===== config.mk =====
export PLATFORM = sky130hd
export DESIGN_NAME = phy_rx_sp
export DESIGN_NICKNAME = d
export VERILOG_FILES = /design/src/rtl/phy_rx_sp.sv
export SDC_FILE = /design/constraint.sdc
export NUM_CORES = 1
export LEC_CHECK = 0
export ABC_AREA = 1
export BUFFER_PORTS_ARGS = -buffer_cell sky130_fd_sc_hd__buf_2
export CAP_MARGIN = 20
export CORE_ASPECT_RATIO = 0.8
export CORE_MARGIN = 2
export CORE_UTILIZATION = 60
export DETAILED_ROUTE_END_ITERATION = 16
export GPL_ROUTABILITY_DRIVEN = 0
export HOLD_SLACK_MARGIN = 0.15
export PLACE_DENSITY = 0.93
export SLEW_MARGIN = 20
export SYNTH_ARGS = -nofsm -noshare
export SYNTH_HDL_FRONTEND = slang
export SYNTH_SLANG_ARGS = --single-unit
export TNS_END_PERCENT = 20

===== constraint.sdc =====
create_clock -name clk_32f -period 3.35 [get_ports clk_32f]
set_input_delay 0.67 -clock clk_32f [delete_from_list [all_inputs] [get_ports clk_32f]]
set_output_delay 0.67 -clock clk_32f [all_outputs]
set_load 0.02 [all_outputs]

===== src/rtl/phy_rx_sp.sv =====
// Receive-side serial-to-parallel stage: locks byte alignment on a comma train,
// then deals the recovered byte stream round-robin onto four registered lanes.
module phy_rx_sp #(
  parameter logic [7:0] COMMA   = 8'hBC,
  parameter int         N_COMMA = 4
) (
  input  logic       clk_32f,
  input  logic       reset,
  input  logic       in_sp,
  output logic       active,
  output logic [7:0] Out0,
  output logic [7:0] Out1,
  output logic [7:0] Out2,
  output logic [7:0] Out3,
  output logic       validOut0,
  output logic       validOut1,
  output logic       validOut2,
  output logic       validOut3
);

  localparam int CW = $clog2(N_COMMA + 1);

  typedef enum logic [1:0] {SEARCH, COUNT, ALIGNED} state_t;

  state_t          state, state_nx;
  logic [7:0]      sr;
  logic [2:0]      bit_cnt, bit_cnt_nx;
  logic [CW-1:0]   comma_cnt, comma_cnt_nx;
  logic [1:0]      lane, lane_nx;
  logic            active_nx;
  logic [3:0][7:0] out_q, out_nx;
  logic [3:0]      valid_q, valid_nx;
  logic            boundary;
  logic            is_comma;

  assign boundary = (bit_cnt == 3'd0);
  assign is_comma = (sr == COMMA);

  always_ff @(posedge clk_32f or negedge reset) begin
    if (!reset) begin
      state     <= SEARCH;
      sr        <= '0;
      bit_cnt   <= '0;
      comma_cnt <= '0;
      lane      <= '0;
      active    <= 1'b0;
      out_q     <= '0;
      valid_q   <= '0;
    end else begin
      state     <= state_nx;
      sr        <= {sr[6:0], in_sp};
      bit_cnt   <= bit_cnt_nx;
      comma_cnt <= comma_cnt_nx;
      lane      <= lane_nx;
      active    <= active_nx;
      out_q     <= out_nx;
      valid_q   <= valid_nx;
    end
  end

  // The first comma may sit at any bit offset; after that only byte boundaries matter.
  always_comb begin
    state_nx     = state;
    bit_cnt_nx   = bit_cnt;
    comma_cnt_nx = comma_cnt;
    lane_nx      = lane;
    active_nx    = active;
    out_nx       = out_q;
    valid_nx     = valid_q;
    case (state)
      SEARCH: begin
        if (is_comma) begin
          bit_cnt_nx   = 3'd1;
          comma_cnt_nx = CW'(1);
          state_nx     = COUNT;
        end
      end
      COUNT: begin
        bit_cnt_nx = bit_cnt + 3'd1;
        if (boundary) begin
          if (is_comma) begin
            comma_cnt_nx = comma_cnt + CW'(1);
            if (comma_cnt_nx == CW'(N_COMMA)) begin
              state_nx  = ALIGNED;
              active_nx = 1'b1;
              lane_nx   = 2'd0;
            end
          end else begin
            comma_cnt_nx = '0;
            state_nx     = SEARCH;
          end
        end
      end
      ALIGNED: begin
        bit_cnt_nx = bit_cnt + 3'd1;
        if (boundary) begin
          out_nx[lane]   = sr;
          valid_nx[lane] = !is_comma;
          lane_nx        = lane + 2'd1;
        end
      end
      default: state_nx = SEARCH;
    endcase
  end

  assign Out0      = out_q[0];
  assign Out1      = out_q[1];
  assign Out2      = out_q[2];
  assign Out3      = out_q[3];
  assign validOut0 = valid_q[0];
  assign validOut1 = valid_q[1];
  assign validOut2 = valid_q[2];
  assign validOut3 = valid_q[3];

endmodule


==> metrics <==
PostCTS Resize Cnt=0; Clock Tree Buf Depth=2; proportion of layout cells with a drive suffix above 1=36.3%; vias per inst=5.26; Int Power=0.956 mW; worst-margin pin slew=0.444 ns; final slew viol count=0; CP Capture Type=flop; Final ANT Viol Nets=0; Mapped Cells=204; diode count=0; Die ar.=0.00468 sq mm; Logic pwr share=20.8%; largest net degree at the start of global routing=38; Global Route Usage Sum=23.4%; commonest non-fill, non-tap cell in the layout=dfrtp_1; CTS Hold Bufs=0; synthesis-to-layout area growth=12.9%; crit path DAT=1.99 ns; cts bufs inserted=5; router iterations before antenna repair=5; Detail Placement HPWL=3360 um; most frequent cells in the layout=dfrtp_1, buf_2, nand2_1, inv_1, mux2_4; first-pass GRT wire length=8050 um; post-route minimum period=1.80 ns; Iter 0 DRT Violations=153; NumNets Final=262; Worst VDD drop=0.000317 V; Skew-Pair Late Insertion Delay=0.31 ns; Post-Syn Area=0.00249 sq mm; Crit path buffers/inverters=2; startpoint types=flop; Post-CTS Setup Repair Bufs=0; core area=0.00388 sq mm; WS Path Type=reg -> reg; register area share after synthesis=55.3%; LEAKAGE=1.51 nW; clk_skew=0.00992 ns; I/O Pins=40; R2R Setup Slk=1.55 ns; Slowest cell on crit path=dfrtp_1; Reg power frac=52.0%; headroom to the max-slew limit=70.4%; Max Clk Rate=555 MHz; Levels on crit path=7; number of global-route vias before repair=1,570; starting density of the core=64.2%; syn avg cell area=12.2 sq um; synth top area cells=dfrtp_1, mux2_4, ha_1; final WL=4880 um; htree depth=2; total negative slack=0 ns; period utilization=53.8%; status=complete, no violations; root buf cell=clkbuf_8; WL/cell=16.1 um; Maximum Capacitance Violations=0; fin worst setup slack=1.55 ns; pre-CTS WS=1.56 ns; routed vias=1,594; worst setup path end=valid_q[2]$_DFFE_PN0P_; Fillers=269; family with the most delay on the worst path=simple AND/OR/NAND/NOR gates; RSZ-0062 raised after global routing=false; warnings from Yosys=0; Power Density=493 mW/mm^2; Critical Path RT=3.54 ns; Syn Nets=219; Worst-path clk slew=0.09 ns; Synth area leader=dfrtp_1; die width=76.0 um; sw power=0.428 mW; clk sinks=55; Synth Register Bits=55; switching share of power=30.9%; grt total ovfl=0; post-synth top area share=55.3%; Cells after DPL=295; final core utilization=72.5%; non-filler cells, final=303; worst hold path class=in -> async; CP Max Fanout=12; crit path launch=bit_cnt[0]$_DFFE_PN0P_; final hold viol count=0; Slowest Stage Delay on Critical Path=0.39 ns; RR Endpoint=valid_q[2]$_DFFE_PN0P_; CP Cell Sequence=inv_1, ha_1, inv_1, nor2_4, nand2_4, nor2_4, mux2_2; # DRC=0; synth unique cells=24; num rows=20; Worst R2R Start=bit_cnt[0]$_DFFE_PN0P_; number of antenna violations at the first check in global routing=0; Clk pwr share=27.2%; r2r worst-path depth=7; Port Buffers=39; final setup vio count=0; Die Y=61.6 um; CTS tree=done; Hold WS=0.283 ns
[cell type report]
| class | instances | area [sq um] | share of cell area, % |
|---|---|---|---|
| Clock buffer | 7 | 86.3 | 3.07 |
| Clock inverter | 1 | 8.76 | 0.312 |
| Inverter | 21 | 78.8 | 2.80 |
| Multi-Input combinational cell | 124 | 988 | 35.2 |
| Sequential cell | 55 | 1380 | 49.0 |
| Tap cell | 55 | 68.8 | 2.45 |
| Timing Repair Buffer | 40 | 203 | 7.21 |
[cells in the mapped netlist (all sizes together)]
| cell | n |
|---|---|
| a21oi | 2 |
| nand4 | 4 |
| nand3b | 1 |
| or2 | 1 |
| nor3 | 1 |
| buf | 4 |
| mux2 | 24 |
| nand3 | 9 |
| dfrtp | 55 |
| o21a | 12 |
| ha | 12 |
| o21ai | 7 |
| inv | 21 |
| nand2 | 37 |
| nor2 | 14 |
[kinds of logic after synthesis]
family	Yosys count	synth area share (%)
fa+ha+maj	12	6.03
mux	24	13.3
simple gates	67	14.7
flops	55	55.3
buf+inv	25	4.98
compound gates	21	5.73
[power groups by stage]
stage | logic (mW) | clock network [mW] | registers (mW)
CTS | 0.286 | 0.385 | 0.720
detailed placement | 0.281 | 0 | 0.733
global route | 0.326 | 0.410 | 0.727
global placement | 0.264 | 0 | 0.732
floorplan | 0.217 | 0 | 0.727
finish | 0.288 | 0.377 | 0.721
[through the flow]
stage / power [mW] / area (sq um)
after global routing: 1.46 / 2810
after CTS: 1.39 / 2810
final: 1.38 / 2810
after floorplan: 0.944 / 2490
after global placement: 0.996 / 2720
after detailed placement: 1.01 / 2720
[state kept, by name, indices dropped and copies added (netlist names), 2 cells and up]
| register | cells |
|---|---|
| bit_cnt | 3 |
| valid_q | 4 |
| Out1 | 8 |
| state | 2 |
| sr | 8 |
| Out2 | 8 |
| Out0 | 8 |
| comma_cnt | 3 |
| lane | 2 |
| Out3 | 8 |
[how the worst min path moves through the flow]
stage	start	endpoint	slack (ns)	cells past startpoint
floorplan	reset	Out0[0]$_DFFE_PN0P_	0.37	0
global placement	sr[1]$_DFF_PN0_	sr[2]$_DFF_PN0_	0.37	0
detailed placement	sr[1]$_DFF_PN0_	sr[2]$_DFF_PN0_	0.38	0
CTS	reset	Out2[5]$_DFFE_PN0P_	0.29	1
global route	reset	Out2[5]$_DFFE_PN0P_	0.31	1
finish	reset	Out2[5]$_DFFE_PN0P_	0.28	1
[metal layers]
metal	vias to the layer above	GRT usage, %	part of all wire (%)
met1	785	33.2	46
li1	761	-	-
met5	-	0	0
met2	46	37.6	49
met4	0	8.57	0.47
met3	2	4.25	4.2
No activity file was read; power rests on OpenSTA's default activity.
